**src/rtl/demux_seq.sv**
```systemverilog
`default_nettype none
// ============================================================================
// Module      : demux_seq
// Description : Registered 1-of-2^AW decoder/demultiplexer with address latch,
//               selectable output polarity, timed single-strobe mode and a
//               scan mode that walks every output in turn.
// Revision    : 1.0 - initial release
// ============================================================================
module demux_seq #(
    parameter int AW      = 3,
    parameter int PULSE_W = 1,
    parameter int POL     = 0
) (
    input  logic                  clk,
    input  logic                  reset,
    input  logic                  g1,
    input  logic                  ng2a,
    input  logic                  ng2b,
    input  logic                  le,
    input  logic [AW-1:0]         a,
    input  logic [1:0]            mode,
    input  logic                  start,
    output logic [(1<<AW)-1:0]    y,
    output logic [AW-1:0]         idx,
    output logic                  busy,
    output logic                  done
);

    localparam int c_n  = 1 << AW;
    localparam int c_cw = (PULSE_W > 1) ? $clog2(PULSE_W) : 1;

    localparam logic [c_cw-1:0] c_cnt_reload = c_cw'(PULSE_W - 1);
    localparam logic [c_cw-1:0] c_cnt_one    = c_cw'(1);
    localparam logic [AW-1:0]   c_idx_one    = AW'(1);
    localparam logic [AW-1:0]   c_idx_last   = {AW{1'b1}};
    localparam logic [c_n-1:0]  c_inactive   = (POL != 0) ? {c_n{1'b1}} : {c_n{1'b0}};

    localparam logic [1:0] c_st_idle   = 2'd0;
    localparam logic [1:0] c_st_strobe = 2'd1;
    localparam logic [1:0] c_st_scan   = 2'd2;

    localparam logic [1:0] c_mode_strobe = 2'd1;
    localparam logic [1:0] c_mode_scan   = 2'd2;

    logic [1:0]      state_q, state_d;
    logic [AW-1:0]   addr_q,  addr_d;
    logic [c_cw-1:0] cnt_q,   cnt_d;
    logic [AW-1:0]   idx_q,   idx_d;
    logic [c_n-1:0]  y_q,     y_d;
    logic            busy_q,  busy_d;
    logic            done_q,  done_d;

    logic            w_en;
    logic [AW-1:0]   w_ea;

    // Active pattern for a single selected output, already in output polarity
    function automatic logic [c_n-1:0] onehot_pol(input logic [AW-1:0] k);
        logic [c_n-1:0] v;
        v    = '0;
        v[k] = 1'b1;
        return (POL != 0) ? ~v : v;
    endfunction

    assign w_en = g1 & ~ng2a & ~ng2b;
    // A transparent latch-enable lets the new address take effect on this edge
    assign w_ea = le ? a : addr_q;

    // Next-state decode for the IDLE / STROBE / SCAN controller
    always_comb begin
        state_d = state_q;
        addr_d  = w_ea;
        cnt_d   = cnt_q;
        idx_d   = idx_q;
        y_d     = y_q;
        busy_d  = busy_q;
        done_d  = 1'b0;
        case (state_q)
            c_st_strobe: begin
                if (!w_en) begin
                    // Abort: drop the select immediately, no completion pulse
                    state_d = c_st_idle;
                    y_d     = c_inactive;
                    busy_d  = 1'b0;
                end else if (cnt_q != '0) begin
                    cnt_d = cnt_q - c_cnt_one;
                end else begin
                    state_d = c_st_idle;
                    y_d     = c_inactive;
                    busy_d  = 1'b0;
                    done_d  = 1'b1;
                end
            end
            c_st_scan: begin
                if (!w_en) begin
                    state_d = c_st_idle;
                    y_d     = c_inactive;
                    busy_d  = 1'b0;
                end else if (cnt_q != '0) begin
                    cnt_d = cnt_q - c_cnt_one;
                end else if (idx_q != c_idx_last) begin
                    // Hand over to the next output on the same edge: no gap
                    idx_d = idx_q + c_idx_one;
                    cnt_d = c_cnt_reload;
                    y_d   = onehot_pol(idx_q + c_idx_one);
                end else begin
                    state_d = c_st_idle;
                    y_d     = c_inactive;
                    busy_d  = 1'b0;
                    done_d  = 1'b1;
                end
            end
            default: begin
                idx_d = w_ea;
                y_d   = c_inactive;
                case (mode)
                    c_mode_strobe: begin
                        if (start && w_en) begin
                            state_d = c_st_strobe;
                            cnt_d   = c_cnt_reload;
                            y_d     = onehot_pol(w_ea);
                            busy_d  = 1'b1;
                        end
                    end
                    c_mode_scan: begin
                        if (start && w_en) begin
                            state_d = c_st_scan;
                            idx_d   = '0;
                            cnt_d   = c_cnt_reload;
                            y_d     = onehot_pol('0);
                            busy_d  = 1'b1;
                        end
                    end
                    default: begin
                        // Plain decode (mode 0 and the reserved mode 3)
                        if (w_en) begin
                            y_d = onehot_pol(w_ea);
                        end
                    end
                endcase
            end
        endcase
    end

    // State and output registers with synchronous reset
    always_ff @(posedge clk) begin
        if (reset) begin
            state_q <= c_st_idle;
            addr_q  <= '0;
            cnt_q   <= '0;
            idx_q   <= '0;
            y_q     <= c_inactive;
            busy_q  <= 1'b0;
            done_q  <= 1'b0;
        end else begin
            state_q <= state_d;
            addr_q  <= addr_d;
            cnt_q   <= cnt_d;
            idx_q   <= idx_d;
            y_q     <= y_d;
            busy_q  <= busy_d;
            done_q  <= done_d;
        end
    end

    assign y    = y_q;
    assign idx  = idx_q;
    assign busy = busy_q;
    assign done = done_q;

endmodule
`default_nettype wire

```
**config.mk**
```make
export PLATFORM = sky130hd
export DESIGN_NAME = demux_seq
export DESIGN_NICKNAME = d
export VERILOG_FILES = /design/src/rtl/demux_seq.sv
export SDC_FILE = /design/constraint.sdc
export NUM_CORES = 1
export LEC_CHECK = 0
export CAP_MARGIN = 20
export CORE_ASPECT_RATIO = 0.7
export CORE_MARGIN = 4
export CORE_UTILIZATION = 50
export CTS_BUF_LIST = sky130_fd_sc_hd__clkbuf_4
export DETAILED_ROUTE_END_ITERATION = 12
export PLACE_DENSITY = 0.82
export SLEW_MARGIN = 20
export SYNTH_ARGS = -nofsm -noshare
export SYNTH_HDL_FRONTEND = slang
export SYNTH_SLANG_ARGS = --single-unit
export TNS_END_PERCENT = 5
```
**constraint.sdc**
```tcl
create_clock -name clk -period 1.9 [get_ports clk]
set_input_delay 0.475 -clock clk [delete_from_list [all_inputs] [get_ports clk]]
set_output_delay 0.475 -clock clk [all_outputs]
set_load 0.03 [all_outputs]
```
; After elaboration in Yosys (flattened, before gate mapping)
; Cells that the tools add are included.
[word_totals]
in_bits = 12
regBits = 19
[op_classes]
reduce_logical = 15
bitwise_logic = 5
eq_ne = 14
n_addsub = 2
muxes = 49
n_lt_le_gt_ge = 4
[op_table]
columns = operator, n
row1 = $mux 8, 7
row2 = $pmux 8 s2, 2
row3 = $mux 1, 20
row4 = $mux 3, 6
row5 = $mux 2, 7
row6 = $ne 3x3->1 const B, 4
row7 = $lt 3x4->1 const B, 2
row8 = $ne 4x2->1 const B, 2
row9 = $pmux 2 s2, 2
row10 = $demux 1 s3, 2
row11 = $ge 3x1->1 const B, 2
row12 = $ne 2x2->1 const B, 3
row13 = $pmux 3 s2, 1
row14 = $reduce_and 6->1, 1
row15 = $reduce_bool 3->1, 2
row16 = $reduce_and 5->1, 1
row17 = $eq 2x1->1 const B, 2
row18 = $eq 2x2->1 const B, 2
row19 = $pmux 1 s2, 2
row20 = $reduce_and 4->1, 1
row21 = $reduce_bool 2->1, 2
row22 = $reduce_bool 4->1, 1
row23 = $reduce_or 2->1, 2
row24 = $add 3x1->3 const B, 1
row25 = 7 further kinds, 12

; Longest topological paths before layout
; Gate-level depths: netlist of run 1.
[depth]
ltp_word = 9
mapped_depth = 7
mapped_depth_nobuf = 6

; Worst setup path before layout of run 1
; No wires, ideal clock.
[synth_path]
path_type = flip-flop to flip-flop
start = register idx_q[0] (netlist: idx[0])
end = register idx_q[0] (netlist: idx[0])
path_buffers = 0
stages_incl_launch_ff = 7
arrival_ns = 1.637
slack_ns = 0.189
path_cell_list = dfxtp_1 > ha_1 > ha_1 > nor2b_1 > nand2_1 > or3_1 > a31oi_1
[synth_between]
elab_chain_len = 5
elab_cells_between_ends = 8
classes_between = 1 x add/sub / 2 x eq/ne / 4 x mux / 1 x reduce/logical
[synth_rtl]
columns = element, line_no
row1 = "start, declared", 48  ; logic [AW-1:0] idx_q, idx_d;
row2 = "start signal, assigned", 158  ; idx_q <= idx_d;
row3 = $add 3x1->3, 102  ; idx_d = idx_q + c_idx_one;
row4 = $mux 3, 100  ; end else if (idx_q != c_idx_last) begin
row5 = $mux 3, 98  ; end else if (cnt_q != '0) begin
row6 = $mux 3, 94  ; if (!w_en) begin
row7 = $pmux 3 s2, 77  ; case (state_q)
; Parallel ways exist; a longest one is shown, timed or not. The select of a mux whose other input is x is not followed.
; A chain may end at the register's enable or synchronous reset.

; Final worst setup path of run 1
[layout_path]
start = input mode[0]
end = register y_q[3] (netlist: y[3])
[layout_between]
elab_chain_len = 3
elab_cells_between_ends = 4
classes_between = 2 x eq/ne / 2 x mux
[layout_rtl]
columns = element, line_no
row1 = "start, declared", 21  ; input logic [1:0] mode,
row2 = $eq 2x2->1 / $eq 2x1->1 (equally long branches), 115  ; case (mode)
row3 = $pmux 8 s2 (*), 115
row4 = $pmux 8 s2 (*), 77
row5 = "end signal, assigned", 151  ; y_q <= c_inactive;
row6 = "end signal, assigned", 159  ; y_q <= y_d;
row7 = "end, declared", 49  ; logic [c_n-1:0] y_q, y_d;
; Mark *: on every way between the ends. The rest lies on a longest branch, timed or not.

==> summary by stage, run 1 <==
Placement
The final estimated routing congestion in global placement is around 0.9. The total of buffers placed on input and output ports is 24. The HPWL after detailed placement is between 2 and 2.5 mm. The placement-stage worst setup slack is -258 ps.

Global routing
The number of antenna violations at the first check in global routing is 0. The wire length of the first global-routing pass is between 4 and 5 mm. The maximum number of pins on one net before global-route repair is 11. Global routing used roughly 18% of the available tracks. The number of global-route vias before repair came to 951. The total grt overflow is 0.

Synth
The count of distinct cell types in the synthesized netlist is 42. The share of flip-flops with an asynchronous set or reset is 0%. The number of enable flip-flop cells after synthesis is 0. The synthesis warning total is 0.

In this run the mean area of a mapped cell was 8.75 sq um. The leading register cell type out of synthesis is dfxtp_1. Synthesis produced a netlist with a net count of approximately 140. Counting flops and latches in the post-synthesis netlist gives 18. The register area share after synthesis is 34.9%. After synthesis the cells add up to 1030 sq um. Synthesis produced a netlist whose cell count is ~120.

Power and ir drop
The leakage power total is between 0.5 and 0.6 nW. The total power density per cell area is 589 nW/um^2. VDD sags by at most approximately 440 uV.

Timing
At the pin with the least slew margin, the transition time is ~440 ps. The setup slack of the critical path after layout is ~30 ps. After routing, the total negative slack on setup checks comes to 0 ps. The final number of hold-violating endpoints came to 0. The part of the cycle the worst path needs is 98.5%.

The top achievable clock speed is about 530 MHz. The number of setup violations in the final report is 0. Setup repair after global routing left no endpoint under its margin. The number of max-slew violations in the final report is 0. In this run the tightest slew margin relative to its limit is around 70%. Between clock sinks in the finished design, the worst skew comes to approximately 3.0 ps. The clock period could shrink to about 1900 ps.

Layout
The antenna cell count is 0. The count of nets after finishing is roughly 180. Relative to the synthesized area, the layout overhead comes to 37.9%.

The share of layout cells above drive strength 1 is 17.2%.

Routing
The first-iteration detailed-routing DRC count is 29. The detail-routed net length per standard cell is about 14 um. For this run, design rule violations remaining after detail routing come to 0. The count of nets left with antenna violations once routing finished came out at 0. The routed layout has between 1,000 and 1,500 vias. The final layout contains routed wiring with a total length of 2.52 mm.

After detailed routing, the number of vias per cell comes to approximately 5.8. The number of search-and-repair iterations in the first detailed-routing pass is 4.

Clock network
CTS placed an instance of clkbuf_4 at the clock tree root. After clock tree synthesis, the flow added hold-fix buffers numbering 0. The CTS clock-pin slew for the worst setup and hold paths is approximately 90 ps. The number of instances resized during post-cts repair is 1. Buffers inserted during clock tree synthesis total 3. The clock network latency to the later pin of the worst-skew pair is just under 300 ps. The post-CTS setup buffer count is 0.

TritonCTS built the clock tree. The deepest level of the CTS H-tree is 1. The count of clock tree sinks is 18. Counting along the longest clock path gives a buffer depth of 2.

Critical path
The sort of element at the start of the critical path is an input pin. STA classifies the critical path endpoint as a register. STA puts the critical path data required time at about 2100 ps. The kind of critical path is in2reg. The data arrival at the endpoint of the critical path is 2060 ps.

Along the worst path, the maximum fanout reaches 3.

Floorplan
The top-level port count is 25. The die is 46.0 um tall. After floorplanning, the core was sized to cover about 1900 sq um. The initial cell density of the core is a little over half. In this run the horizontal extent of the chip is ~62 um. The die covers 2870 sq um.

In this run the core area contains 13 standard-cell rows.

Flow run
Across the run, the number of max-cap violations was 0.

Run status
The run finished with clean final reports.

Min path
The type of the tightest min-delay check is reg2reg.
## critical path, stage by stage
cell	delay, ps
clkdlybuf4s50_1	480
inv_1	50
ha_1	300
a21oi_1	370
nor4_4	110
a22oi_1	210
nor2_1	60
## sequential cells by signal (all words and copies together), names as in the netlist
register,flops
y,8
state_q,2
addr_q,3
done,1
busy,1
idx,3
## cell type report
cell class | instances | area, sq um
repair buffers | 39 | 352
inverters | 7 | 26.3
flip-flops and latches | 18 | 360
clock inverters | 1 | 3.75
fillers | 142 | 479
well taps | 22 | 27.5
clock buffers | 3 | 22.5
multi-input cells | 89 | 632
## metrics by stage
stage	std cells	total power (W)	utilization, %	cell area [sq um]	hold WS [ps]
final	179	0.000839	74.8	1420	485
after global routing	179	0.000882	74.8	1420	533
after CTS	179	0.000849	74.7	1420	490
after detailed placement	175	0.000660	73.4	1400	475
after global placement	175	0.000653	73.4	1400	464
after floorplan	118	0.000559	-	1030	479
## layout by cell type, fill, tap and decap left out, types with 4 or more instances in the layout
master           instances
buf_4                   15
nor2_1                  17
dfxtp_1                 18
clkdlybuf4s50_1         23
a21oi_1                  6
nand2_1                  8
mux2i_1                  4
ha_1                     6
nand3_1                  4
inv_1                    7
## report_power, final
group,leakage [nW],internal [W],total [W],switching [W]
sequential,0.147,0.000394,0.000410,0.0000160
combinational,0.399,0.000111,0.000243,0.000132
clock,0.0154,0.0000766,0.000185,0.000109
total,0.561,0.000582,0.000839,0.000257
## worst paths after layout
check | startpoint | end | slack, ps | cells after the start
worst max-delay path | mode[0] | y[3] | 30 | 7
worst min register to register | busy | busy | 480 | 2
worst max register to register | idx[0] | idx[0] | 180 | 6
worst min-delay path | busy | busy | 480 | 2
## Yosys cell counts, types with 2 or more instances
master	number	area (sq um)
clkbuf_1	3	11.3
nor3_1	2	10.0
nand4_1	3	18.8
nand2b_1	2	12.5
ha_1	6	75.1
nor2_1	17	63.8
nand3_1	4	20.0
a21oi_1	6	30.0
mux2i_1	4	40.0
inv_1	7	26.3
o32ai_1	3	26.3
nand2_1	8	30.0
nand3b_1	3	22.5
dfxtp_1	18	360
nor2b_1	3	18.8
a22oi_1	3	22.5
## cells by family after synthesis
kind of cell	count (synthesis)	share of synthesized area (%)
AO/OA/AOI/OAI	26	18.7
AND/OR/NAND/NOR	53	31.2
adder cells (fa/ha/maj)	6	7.27
flip-flops	18	34.9
multiplexers	4	3.88
buffers and inverters	11	4.12
## per-layer routing
metal / wire length [um] / vias to the layer above / GRT usage, %
met5: 0 / - / 0
met4: 50 / 0 / 6.78
met3: 194 / 7 / 6.17
met2: 1140 / 42 / 31.6
met1: 1130 / 480 / 22.0
li1: - / 515 / -
Note: power is estimated with default switching activity, not from simulation.
==> inputs of run 2 (changes only) <==
--- a/config.mk
+++ b/config.mk
@@ -12,6 +12,7 @@
 export CTS_BUF_LIST = sky130_fd_sc_hd__clkbuf_4
 export DETAILED_ROUTE_END_ITERATION = 12
 export PLACE_DENSITY = 0.82
+export RECOVER_POWER = 100
 export SLEW_MARGIN = 20
 export SYNTH_ARGS = -nofsm -noshare
 export SYNTH_HDL_FRONTEND = slang
==> summary by stage, run 2 (synthesized netlist as in run 1, its figures left out) <==
Timing
The clock skew after layout is 2.68 ps (was 3.05 ps). The normalized max-slew margin is 71.2% (was 70.6%). The number of max-slew violations in the final report was 0 (unchanged).

The transition time at the pin with the least slew margin was 432 ps (was 442 ps). The top achievable clock speed is 537 MHz (was 535 MHz). Setup repair after global routing missed its margin: no (unchanged). The part of the cycle the worst path needs is 97.9% (was 98.5%). The final-layout worst hold slack is 485 ps (about the same).

The final number of hold-violating endpoints was 0 (unchanged). The clock period minus final worst setup slack is 1860 ps (was 1870 ps). The number of setup violations in the final report came to 0 (unchanged).

The final setup TNS came to 0 ps (unchanged).

Min path
The number of cells on the worst hold path is 2 (unchanged). The origin of the worst min-delay path was busy (unchanged). The type of the tightest min-delay check is reg2reg (unchanged).

Global routing
The routing usage on met3 is 6.17% (unchanged). The global routing usage on met2 is 31.6% (unchanged). The maximum number of pins on one net before global-route repair came to 11 (unchanged). The wire length of the first global-routing pass was 4.08 mm (unchanged). The number of antenna violations at the first check in global routing is 0 (unchanged). The number of global-route vias before repair is 951 (unchanged). The met1 routing resource usage after global routing is 22.0% (unchanged).

The layer carrying the most global-route usage is met2 (unchanged). The global routing usage summed across all routing layers came to 18.4% (unchanged). The total grt overflow came to 0 (unchanged).

Clock network
The count of clock tree sinks is 18 (unchanged). The deepest level of the CTS H-tree is 1 (unchanged). The library cell used as clock root buffer is clkbuf_4 (unchanged). The maximum buffer depth of the clock tree is 2 (unchanged). The hold-fix buffer count after cts is 0 (unchanged). The clock tree from TritonCTS is built (unchanged). The clock network latency to the later pin of the worst-skew pair was 290 ps (about the same). The post-CTS setup buffer count is 0 (unchanged). The total CTS buffers is 3 (unchanged). The CTS clock-pin slew for the worst setup and hold paths came to 90 ps (about the same).

Critical path
The worst path required time is 2100 ps (was 2090 ps). The endpoint class of the critical path is a register (unchanged). The maximum fanout count along the critical path is 3 (unchanged).

The startpoint of the worst register-to-register path is idx[0] (unchanged). The kind of critical path was in2reg (unchanged). The data arrival at the endpoint of the critical path is 2060 ps (about the same). The sort of element at the start of the critical path is an input pin (unchanged).

The worst reg-to-reg path cell count came to 6 (unchanged). The timing startpoint of the critical path is mode[0] (unchanged).

Flow run
The max capacitance violation total is 0 (unchanged).

Routing
The via-per-instance ratio is 5.77 (was 5.83). The antenna violation net count after detailed routing came to 0 (unchanged). The first-iteration detailed-routing DRC count is 32 (was 29).

The number of search-and-repair iterations in the first detailed-routing pass is 4 (unchanged). The detail-routed net length per standard cell is 14.1 um (about the same). The total wire length after detailed routing was 2.52 mm (about the same). The remaining design rule violation count is 0 (unchanged). The detailed-route via count is 1,032 (was 1,044).

Power and ir drop
The leakage power total is 0.581 nW (was 0.561 nW). The worst IR drop on VDD is 449 uV (was 436 uV). The total power density per cell area is 592 nW/um^2 (was 589 nW/um^2).

Floorplan
The initial cell density of the core is 54.2% (unchanged). The total number of placement rows is 13 (unchanged). The floorplan die height came to 46.0 um (unchanged). The full die area was 2870 sq um (unchanged). The die span in x is 62.3 um (unchanged). The area of the core region is 1900 sq um (unchanged).

The top-level port count is 25 (unchanged).

Run status
Outcome: finished, final reports clean (unchanged).

Layout
The post-synthesis to final-layout area growth is 36.8% (was 37.9%). The antenna cell count came to 0 (unchanged). The count of nets after finishing is 176 (unchanged).

The most common cell after layout, fill and taps aside is dfxtp_1 (was clkdlybuf4s50_1). The share of layout cells above drive strength 1 is 15.3% (was 17.2%). Commonest non-fill, non-tap cells in the layout: dfxtp_1, nor2_1, clkdlybuf4s50_1, buf_4, dlygate4sd3_1 (was clkdlybuf4s50_1, dfxtp_1, nor2_1, buf_4, nand2_1). The number of flip-flops in the largest register is 8 (unchanged). The number of fill cells came to 144 (was 142).

Placement
The total of buffers placed on input and output ports was 24 (unchanged). The final estimated routing congestion in global placement is 0.897 (unchanged). The HPWL after detailed placement is 2.05 mm (unchanged).
[run 2: cell types whose count changed in the layout (fill, tap and decap cells not counted), sizes merged]
cell	previous run	this run
dlygate4sd3	0	9
buf	15	12
clkbuf	3	6
clkdlybuf4s50	23	14
[run 2: cell type report]
type	count	area (sq um)	share of cell area, %
multi-input combinational	89	628	44.5
tap	22	27.5	1.95
clock inverter	1	3.75	0.266
clock buffer	3	22.5	1.59
timing repair buffer	39	344	24.4
inverter	7	26.3	1.86
sequential	18	360	25.5
[run 2: path summary, 6_finish.rpt]
| check | end | slack (ps) |
|---|---|---|
| setup / recovery | y[0] | 40 |
| hold / removal | busy | 480 |
| setup reg to reg | idx[0] | 180 |
| hold reg to reg | busy | 480 |
[run 2: timing repair]
| item | 4_1_cts | 5_1_grt |
|---|---|---|
| cloned | 0 | 0 |
| gates resized for setup | 1 | 1 |
| pin swaps | 0 | 0 |
| setup endpoints to repair | 1 | 1 |
[run 2: worst max-delay path: stages]
cell and delay, ps:
clkdlybuf4s50_1 480, inv_1 50, ha_1 300, a21oi_1 360, nor2_1 140, a2bb2oi_1 170, o21ai_1 70
[run 2: per-stage QoR]
step	instance area, sq um	setup WS [ps]	util [%]	instances	power (W)
after CTS	1420	37.4	74.7	179	0.000849
after global routing	1410	1.91	74.2	179	0.000878
after global placement	1400	-182	73.4	175	0.000653
final	1410	39.0	74.2	179	0.000836
after floorplan	1030	189	-	118	0.000559
after detailed placement	1400	-258	73.4	175	0.000660
[run 2: layer usage]
metal  vias to the layer above  part of all wire [%]
met5                         -                     0
met1                       475                    44
met2                        38                    46
met3                         5                   8.1
met4                         0                   1.5
li1                        514                     -
[run 2: report_power, final]
group | switching, W | internal (W) | total [W] | leakage (nW)
Sequential | 0.0000154 | 0.000394 | 0.000410 | 0.147
Clock | 0.000109 | 0.0000766 | 0.000186 | 0.0154
Combinational | 0.000133 | 0.000108 | 0.000241 | 0.419
Total | 0.000257 | 0.000579 | 0.000836 | 0.581
==> inputs of run 3 (changes only) <==
--- a/config.mk
+++ b/config.mk
@@ -11,9 +11,9 @@
 export CORE_UTILIZATION = 50
 export CTS_BUF_LIST = sky130_fd_sc_hd__clkbuf_4
 export DETAILED_ROUTE_END_ITERATION = 12
-export PLACE_DENSITY = 0.82
+export PLACE_DENSITY = 0.81
 export RECOVER_POWER = 100
-export SLEW_MARGIN = 20
+export SKIP_CTS_REPAIR_TIMING = 1
 export SYNTH_ARGS = -nofsm -noshare
 export SYNTH_HDL_FRONTEND = slang
 export SYNTH_SLANG_ARGS = --single-unit
==> summary by stage, run 3 (synthesized netlist as in run 1, its figures left out) <==
Run status
Outcome: finished, final reports clean (unchanged).

Routing
The via-per-instance ratio was 5.96 (was 5.77). The total wire length after detailed routing is 2.66 mm (was 2.52 mm). The number of search-and-repair iterations in the first detailed-routing pass is 4 (unchanged). The remaining design rule violation count is 0 (unchanged).

The first-iteration detailed-routing DRC count is 35 (was 32). The detail-routed net length per standard cell is 14.9 um (was 14.1 um). The detailed-route via count is 1,060 (was 1,032). The antenna violation net count after detailed routing is 0 (unchanged).

Floorplan
The top-level port count is 25 (unchanged). The die span in x came to 62.3 um (unchanged). The full die area is 2870 sq um (unchanged). The total number of placement rows was 13 (unchanged). The floorplan die height is 46.0 um (unchanged). The initial cell density of the core was 54.2% (unchanged). The area of the core region is 1900 sq um (unchanged).

Layout
The count of nets after finishing was 175 (was 176). The area used by multi-input combinational logic is 628 sq um (unchanged). The register area was 360 sq um (unchanged).

The antenna cell count is 0 (unchanged). The number of flip-flops in the largest register is 8 (unchanged). Commonest non-fill, non-tap cells in the layout: dfxtp_1, nor2_1, clkdlybuf4s50_1, buf_4, dlygate4sd3_1 (unchanged). The post-synthesis to final-layout area growth is 36.0% (was 36.8%). The end-of-flow core utilization came to 73.8% (was 74.2%). The number of fill cells is 149 (was 144). The most common cell after layout, fill and taps aside is dfxtp_1 (unchanged).

The number of standard cells in the layout, taps in and fillers out is 178 (was 179). The share of layout cells above drive strength 1 is 15.4% (was 15.3%).

Global routing
The met1 routing resource usage after global routing is 23.2% (was 22.0%). The number of antenna violations at the first check in global routing is 0 (unchanged). The global routing usage on met2 is 36.4% (was 31.6%). The total grt overflow came to 0 (unchanged). The routing usage on met3 was 6.42% (was 6.17%). The maximum number of pins on one net before global-route repair is 11 (unchanged). The layer carrying the most global-route usage is met2 (unchanged). The number of global-route vias before repair is 1,000 (was 951). The wire length of the first global-routing pass is 4.50 mm (was 4.08 mm). The global routing usage summed across all routing layers came to 20.0% (was 18.4%).

Timing
The clock period minus final worst setup slack is 1850 ps (was 1860 ps). The transition time at the pin with the least slew margin is 396 ps (was 432 ps). The final-layout worst hold slack is 512 ps (was 485 ps).

The final number of hold-violating endpoints was 0 (unchanged). The number of max-slew violations in the final report came to 0 (unchanged). The number of setup violations in the final report came to 0 (unchanged). The part of the cycle the worst path needs is 97.5% (was 97.9%). The normalized max-slew margin is 73.5% (was 71.2%).

The top achievable clock speed is 540 MHz (was 537 MHz). Setup repair after global routing missed its margin: no (unchanged). The clock skew after layout is 2.16 ps (was 2.68 ps).

Power and ir drop
The power share of the sequential group is 48.6% (was 49.0%). The switching power of the nets came to 0.000264 W (was 0.000257 W). The leakage power total is 0.576 nW (was 0.581 nW). The worst IR drop on VDD came to 536 uV (was 449 uV). The clock power share is 22.1% (was 22.2%). The switching share of total power is 31.2% (was 30.8%). The internal power contribution is 0.000582 W (was 0.000579 W). The total power density per cell area is 602 nW/um^2 (was 592 nW/um^2).

The share of power burned in combinational logic came to 29.3% (was 28.8%).

Critical path
The worst path required time is 1420 ps (was 2100 ps). The number of buffers and inverters on the critical path is 1 (was 2). The peak per-stage delay on the critical path is 700 ps (was 480 ps). The sort of element at the start of the critical path is a register (was input pin). The maximum fanout count along the critical path came to 3 (unchanged). Worst path cell trace: clkdlybuf4s50_1 (was clkdlybuf4s50_1, inv_1, ha_1, a21oi_1, nor2_1, a2bb2oi_1, o21ai_1).

The endpoint class of the critical path is a primary output (was register). The highest-delay cell along the critical path was clkdlybuf4s50_1 (unchanged). The kind of critical path is reg2out (was in2reg). The data arrival at the endpoint of the critical path is 1380 ps (was 2060 ps). The critical path's top delay family is buffers and inverters (was compound AO/OA/AOI/OAI gates).

Clock network
The total CTS buffers is 3 (unchanged). The CTS clock-pin slew for the worst setup and hold paths was 90 ps (about the same). The clock tree from TritonCTS was built (unchanged). The clock network latency to the later pin of the worst-skew pair is 290 ps (about the same). The deepest level of the CTS H-tree is 1 (unchanged).

The library cell used as clock root buffer was clkbuf_4 (unchanged). The maximum buffer depth of the clock tree was 2 (unchanged). The count of clock tree sinks is 18 (unchanged).

Flow run
The max capacitance violation total is 0 (unchanged).

Min path
The type of the tightest min-delay check is reg2reg (unchanged).

Placement
The total of buffers placed on input and output ports is 24 (unchanged). The cell total after placement was 174 (was 175). The HPWL after detailed placement is 2.13 mm (was 2.05 mm). The final estimated routing congestion in global placement came to 0.873 (was 0.897).
-- run 3: cell types whose count changed in the layout (fill, tap and decap cells not counted) --
cell,previous run,this run
a21oi_2,1,0
o21ai_0,2,1
a21oi_1,6,7
dlygate4sd2_1,1,0
o21ai_2,0,1
-- run 3: area by class of cell --
cell class	count	area share, %
Clock buffer	3	1.60
Clock inverter	1	0.267
Inverter	7	1.87
Multi-Input combinational cell	89	44.7
Sequential cell	18	25.7
Tap cell	22	1.96
Timing Repair Buffer	38	23.9
-- run 3: through the flow --
step	total power [W]	setup TNS, ps	area, sq um	setup slack, ps
floorplan	0.000559	0	1030	189
global placement	0.000657	-993	1390	-137
detailed placement	0.000663	-1390	1390	-196
CTS	0.000845	-77.3	1420	-77.3
global route	0.000890	0	1400	25.2
finish	0.000845	0	1400	47.8
-- run 3: worst paths after layout --
check / startpoint / endpoint / slack (ps) / cells past startpoint
setup / recovery: idx[2] / idx[2] / 50 / 1
hold / removal: busy / busy / 510 / 2
setup reg to reg: idx[0] / state_q[1] / 200 / 7
hold reg to reg: busy / busy / 510 / 2
-- run 3: per-layer routing --
layer  share of wire, %  up-vias
li1                   -      511
met1                 44      486
met2                 47       55
met3                7.1        8
met4                1.7        0
met5                  0        -
-- run 3: power by group through the flow --
stage | Combinational (W) | Clock, W | Sequential (W)
after detailed placement | 0.000244 | 0 | 0.000419
after CTS | 0.000247 | 0.000188 | 0.000410
after floorplan | 0.000123 | 0 | 0.000437
final | 0.000248 | 0.000187 | 0.000411
after global routing | 0.000271 | 0.000206 | 0.000412
after global placement | 0.000240 | 0 | 0.000418
